[src/rtl/tri_des_sched.sv]
// tri_des_sched: sequences three passes of a shared DES core to perform 3DES EDE/DED,
// with a per-pass timeout and a valid/ready result handshake.
module tri_des_sched #(
    parameter int TIMEOUT = 64
) (
    input  logic        clk,
    input  logic        rst,
    input  logic        in_valid,
    output logic        in_ready,
    input  logic [0:63] data_in,
    input  logic [0:63] key1,
    input  logic [0:63] key2,
    input  logic [0:63] key3,
    input  logic        mode,
    output logic        core_start,
    output logic        core_decrypt,
    output logic [0:63] core_data,
    output logic [0:63] core_key,
    input  logic        core_done,
    input  logic [0:63] core_result,
    output logic        out_valid,
    input  logic        out_ready,
    output logic [0:63] data_out,
    output logic        out_err
);
    localparam int TW = (TIMEOUT > 2) ? $clog2(TIMEOUT) : 1;
    localparam logic [TW-1:0] TLAST = TW'(TIMEOUT - 2);
    typedef enum logic [1:0] {IDLE, LAUNCH, WAIT, OUT} state_t;
    state_t        state;
    logic [1:0]    pass;
    logic [TW-1:0] tcnt;
    logic [0:63]   work, k1, k2, k3;
    logic          md;
    // Operands come straight from job registers, so they stay fixed for the whole pass.
    assign in_ready     = state == IDLE;
    assign core_data    = work;
    assign core_decrypt = md ^ (pass == 2'd1);
    assign core_key     = (pass == 2'd1) ? k2 : (((pass == 2'd0) ^ md) ? k1 : k3);
    always_ff @(posedge clk or negedge rst) begin
        if (!rst) begin
            state      <= IDLE;
            pass       <= 2'd0;
            tcnt       <= '0;
            work       <= '0;
            k1         <= '0;
            k2         <= '0;
            k3         <= '0;
            md         <= 1'b0;
            core_start <= 1'b0;
            out_valid  <= 1'b0;
            out_err    <= 1'b0;
            data_out   <= '0;
        end else begin
            core_start <= 1'b0;
            case (state)
                IDLE: if (in_valid) begin
                    work       <= data_in;
                    k1         <= key1;
                    k2         <= key2;
                    k3         <= key3;
                    md         <= mode;
                    pass       <= 2'd0;
                    tcnt       <= '0;
                    core_start <= 1'b1;
                    state      <= LAUNCH;
                end
                LAUNCH: state <= WAIT;
                WAIT: if (core_done) begin
                    work <= core_result;
                    tcnt <= '0;
                    if (pass == 2'd2) begin
                        out_valid <= 1'b1;
                        out_err   <= 1'b0;
                        data_out  <= core_result;
                        state     <= OUT;
                    end else begin
                        pass       <= pass + 2'd1;
                        core_start <= 1'b1;
                        state      <= LAUNCH;
                    end
                end else begin
                    // Abort when the count steps onto TIMEOUT-1; a coincident done wins above.
                    tcnt <= tcnt + TW'(1);
                    if (tcnt == TLAST) begin
                        out_valid <= 1'b1;
                        out_err   <= 1'b1;
                        data_out  <= '0;
                        state     <= OUT;
                    end
                end
                OUT: if (out_ready) begin
                    out_valid <= 1'b0;
                    state     <= IDLE;
                end
            endcase
        end
    end
endmodule

[config.mk]
export PLATFORM = sky130hd
export DESIGN_NAME = tri_des_sched
export DESIGN_NICKNAME = d
export VERILOG_FILES = /design/src/rtl/tri_des_sched.sv
export SDC_FILE = /design/constraint.sdc
export NUM_CORES = 1
export LEC_CHECK = 0
export CORE_MARGIN = 3
export CORE_UTILIZATION = 40
export DETAILED_ROUTE_END_ITERATION = 7
export GPL_TIMING_DRIVEN = 0
export HOLD_SLACK_MARGIN = 0.1
export PLACE_DENSITY = 0.71
export SYNTH_ARGS = -nofsm -noshare
export SYNTH_HDL_FRONTEND = slang
export SYNTH_SLANG_ARGS = --single-unit
[constraint.sdc]
create_clock -name clk -period 2.5 [get_ports clk]
set_input_delay 0.375 -clock clk [delete_from_list [all_inputs] [get_ports clk]]
set_output_delay 0.375 -clock clk [all_outputs]
set_load 0.03 [all_outputs]
==> summary.md <==
| Metric | Value |
|---|---|
| Status | finished with violations |
| Failing checks | negative setup slack |
| Max frequency | 0.382 GHz |
| Maxcap violations | 0 |
| Worst r2r path cells | 4 |
| Hold Path Sink | k3[39] |
| Worst Tran Pin Value | 0.971 ns |
| Vias | 12,900 |
| Post-route antenna net violation count | 0 |
| Initial antenna violation count | 10 |
| Root buf cell | clkbuf_16 |
| Crit path launch type | register |
| Slew headroom | 35.2% |
| Port bufs | 522 |
| Hold Path Cell Cnt | 2 |
| Clk sinks | 334 |
| Total power draw | 0.0366 W |
| Global-route wire length before repair | 82,800 µm |
| R2R Path Start | state[0] |
| Crit share post-route | 105% |
| Filler Cell Count | 3,193 |
| Syn nets | 1,662 |
| Initial drt markers | 633 |
| Worst-case clock buffer depth | 3 |
| Vias in the first global route | 13,600 |
| CP max FO | 10 |
| Yosys warning count | 0 |
| Post-synth cell types | 36 |
| Share of cells above drive strength 1 | 29.1% |
| Inserted Clock Buffers | 39 |
| RSZ-0062 raised after global routing | yes |
| Largest net degree at the start of global routing | 117 |
| Cell Area, Synth | 15,900 µm² |
| R2r setup slk | 0.16 ns |
| Peak VDD IR | 885 µV |
| Wire per inst | 22.7 µm |
| Fin. Hold Viols | 0 |
| Routability congestion estimate | 0.848 |
| Rows | 72 |
| WP data arrival | 2.25 ns |
| Setup violations, final | 50 |
| Setup slack after placement | -1.03 ns |
| Worst Hold Launch | key3[39] |
| DP HPWL | 41,900 µm |
| Setup TNS | -2.73 ns |
| DIE WIDTH | 205 µm |
| WS Path Type | reg2out |
| Reg2Reg Capture Point | core_data[53] |
| CTS clk-pin slew, worst paths | 0.06 ns |
| Synthesized area per cell | 11.9 µm² |
| CTS tree | built |
| Fin. max-slew vios | 0 |
| Synth area leaders | dfrtp_1, mux2_2, nand2_1 |
| Nets@finish | 2,236 |
| DIE HEIGHT | 205 µm |
| Min-Delay Path Class | in2reg |
| H-tree level count | 2 |
| Drt drc | 0 |
| Full die area | 42,100 µm² |
| Post-synth top area cell | dfrtp_1 |
| Worst Skew | 0.0123 ns |
| Min Tclk post-route | 2.62 ns |
| Required @ worst endpoint | 2.12 ns |
| Tot GR Track Use | 25.6% |
| Area of the core | 38,900 µm² |
| Layout area overhead | 46.9% |
| Drt via density | 5.26 |
| DRT Wirelength | 55,600 µm |
| Yosys reg bits | 334 |
| Final WS setup | -0.121 ns |
| Yosys top cell area share | 52.6% |
| Clk Latency, worst-skew pair | 0.56 ns |
| Sequential cell area fraction in the yosys report | 52.6% |
| Pleak | 9.83 nW |
| Top Ports | 523 |
| Total global routing overflow | 0 |
| Starting density of the core | 40.8% |
| Mapped Cells | 1,331 |
| Detailed Routing Iterations Pass 1 | 4 |
| PD cells | 1570 nW/µm² |
| Critical Path End Type | output port |
==> registers in the layout, summed over array words and instances (netlist names) <==
| name | cells |
|---|---|
| k2 | 64 |
| out_err | 1 |
| core_data | 64 |
| core_start | 1 |
| k1 | 64 |
| md | 1 |
| k3 | 64 |
| data_out | 64 |
| state | 2 |
| out_valid | 1 |
| tcnt | 6 |
| pass | 2 |
==> final cells by class <==
type	count	area, µm²	share of cell area, %
Sequential cell	334	8360	35.8
Multi-Input combinational cell	892	7160	30.7
Timing Repair Buffer	533	5290	22.7
Clock buffer	58	1180	5.05
Tap cell	518	648	2.78
Buffer	100	628	2.69
Clock inverter	5	45.0	0.193
Inverter	5	18.8	0.0804
Antenna cell	5	12.5	0.0536
==> metrics by stage <==
stage,instances,cell area (µm²),hold slack [ns],utilization (%)
after floorplan,1331,15900,0.0794,-
after detailed placement,2373,21800,0.495,56.1
after global placement,2371,21800,0.488,55.9
final,2450,23300,0.425,60.0
after CTS,2443,23200,0.391,59.6
after global routing,2449,23300,0.410,60.0
==> cell usage after synthesis <==
cell type	count
nor3b_1	1
a21boi_0	2
buf_2	33
a21oi_1	45
o21ai_0	60
o221ai_1	64
clkbuf_1	38
o21ai_1	12
nand3_1	4
nand2b_1	1
nand2_1	205
mux2i_1	66
a31oi_1	20
o21bai_1	1
dfrtp_1	334
o211ai_1	1
mux2_2	321
a21o_1	2
nor2_2	1
nor3b_2	1
nor4bb_1	1
or2_2	1
nor2_1	3
a22o_1	1
nor2b_1	66
buf_4	24
inv_1	5
or3b_4	1
o22a_1	1
buf_1	5
o31a_1	1
xnor2_2	1
and3b_1	1
ha_1	5
xor2_1	2
or4_1	1
==> cell usage in the layout (no fill, tap or decap), types with 3 or more instances in the layout <==
| master | instances |
|---|---|
| inv_1 | 3 |
| nor2b_1 | 65 |
| clkbuf_1 | 31 |
| buf_6 | 4 |
| o21ai_1 | 56 |
| mux2i_4 | 4 |
| ha_1 | 3 |
| buf_8 | 3 |
| buf_4 | 80 |
| buf_12 | 8 |
| dfrtp_1 | 334 |
| nand3_1 | 4 |
| clkbuf_16 | 42 |
| diode_2 | 5 |
| a21oi_1 | 45 |
| clkdlybuf4s50_1 | 456 |
| mux2i_1 | 43 |
| mux2_2 | 321 |
| buf_16 | 3 |
| clkbuf_8 | 12 |
| buf_2 | 35 |
| o221ai_1 | 64 |
| nand2_1 | 205 |
| a31oi_1 | 20 |
| o21ai_0 | 14 |
| buf_1 | 4 |
| mux2i_2 | 19 |
| clkbuf_2 | 11 |
| nor2_1 | 3 |
==> where the power goes <==
| part | internal (W) | switching (W) |
|---|---|---|
| clock | 0.00324 | 0.00229 |
| combinational | 0.00993 | 0.0115 |
| sequential | 0.00799 | 0.00161 |
==> critical path: stages, from the launching register on <==
cell     delay (ns)
dfrtp_1        0.36
inv_2          0.06
ha_4           0.17
xnor2_4        0.18
buf_12         0.21
buf_12         0.17
mux2i_4        0.25
o21ai_0        0.10
buf_4          0.18
==> cells by family after synthesis <==
group	share of synthesized area (%)
muxes	26.9
DFF	52.6
and+or+nand+nor	8.12
AOI/OAI and AO/OA	8.45
buffers and inverters	3.31
adders and majority gates	0.394
xor gates and xnor gates	0.213
==> repair_timing <==
item,4_1_cts,5_1_grt
hold buffers,1,0
buffers inserted,4,1
gates resized for setup,496,85
pin swaps,1,2
hold endpoints to repair,103,0
setup endpoints to repair,67,79
cloned,2,2
==> metal layers <==
metal	global-route usage (%)	part of all wire [%]
met5	0	0.081
met2	44.8	50
met4	6.20	1.9
met3	9.02	9.0
met1	30.3	39
==> worst max path at each step <==
| stage | slack, ns | end | cells past startpoint | start |
|---|---|---|---|---|
| floorplan | 0.08 | core_key[10] | 6 | pass[0] |
| global placement | -14.05 | k2[24] | 1 | rst |
| detailed placement | -1.03 | core_key[10] | 8 | pass[1] |
| CTS | -0.20 | core_key[21] | 8 | pass[1] |
| global route | -0.25 | core_key[21] | 8 | pass[1] |
| finish | -0.12 | core_key[24] | 8 | pass[1] |
Power figures use the tool's default switching activity.
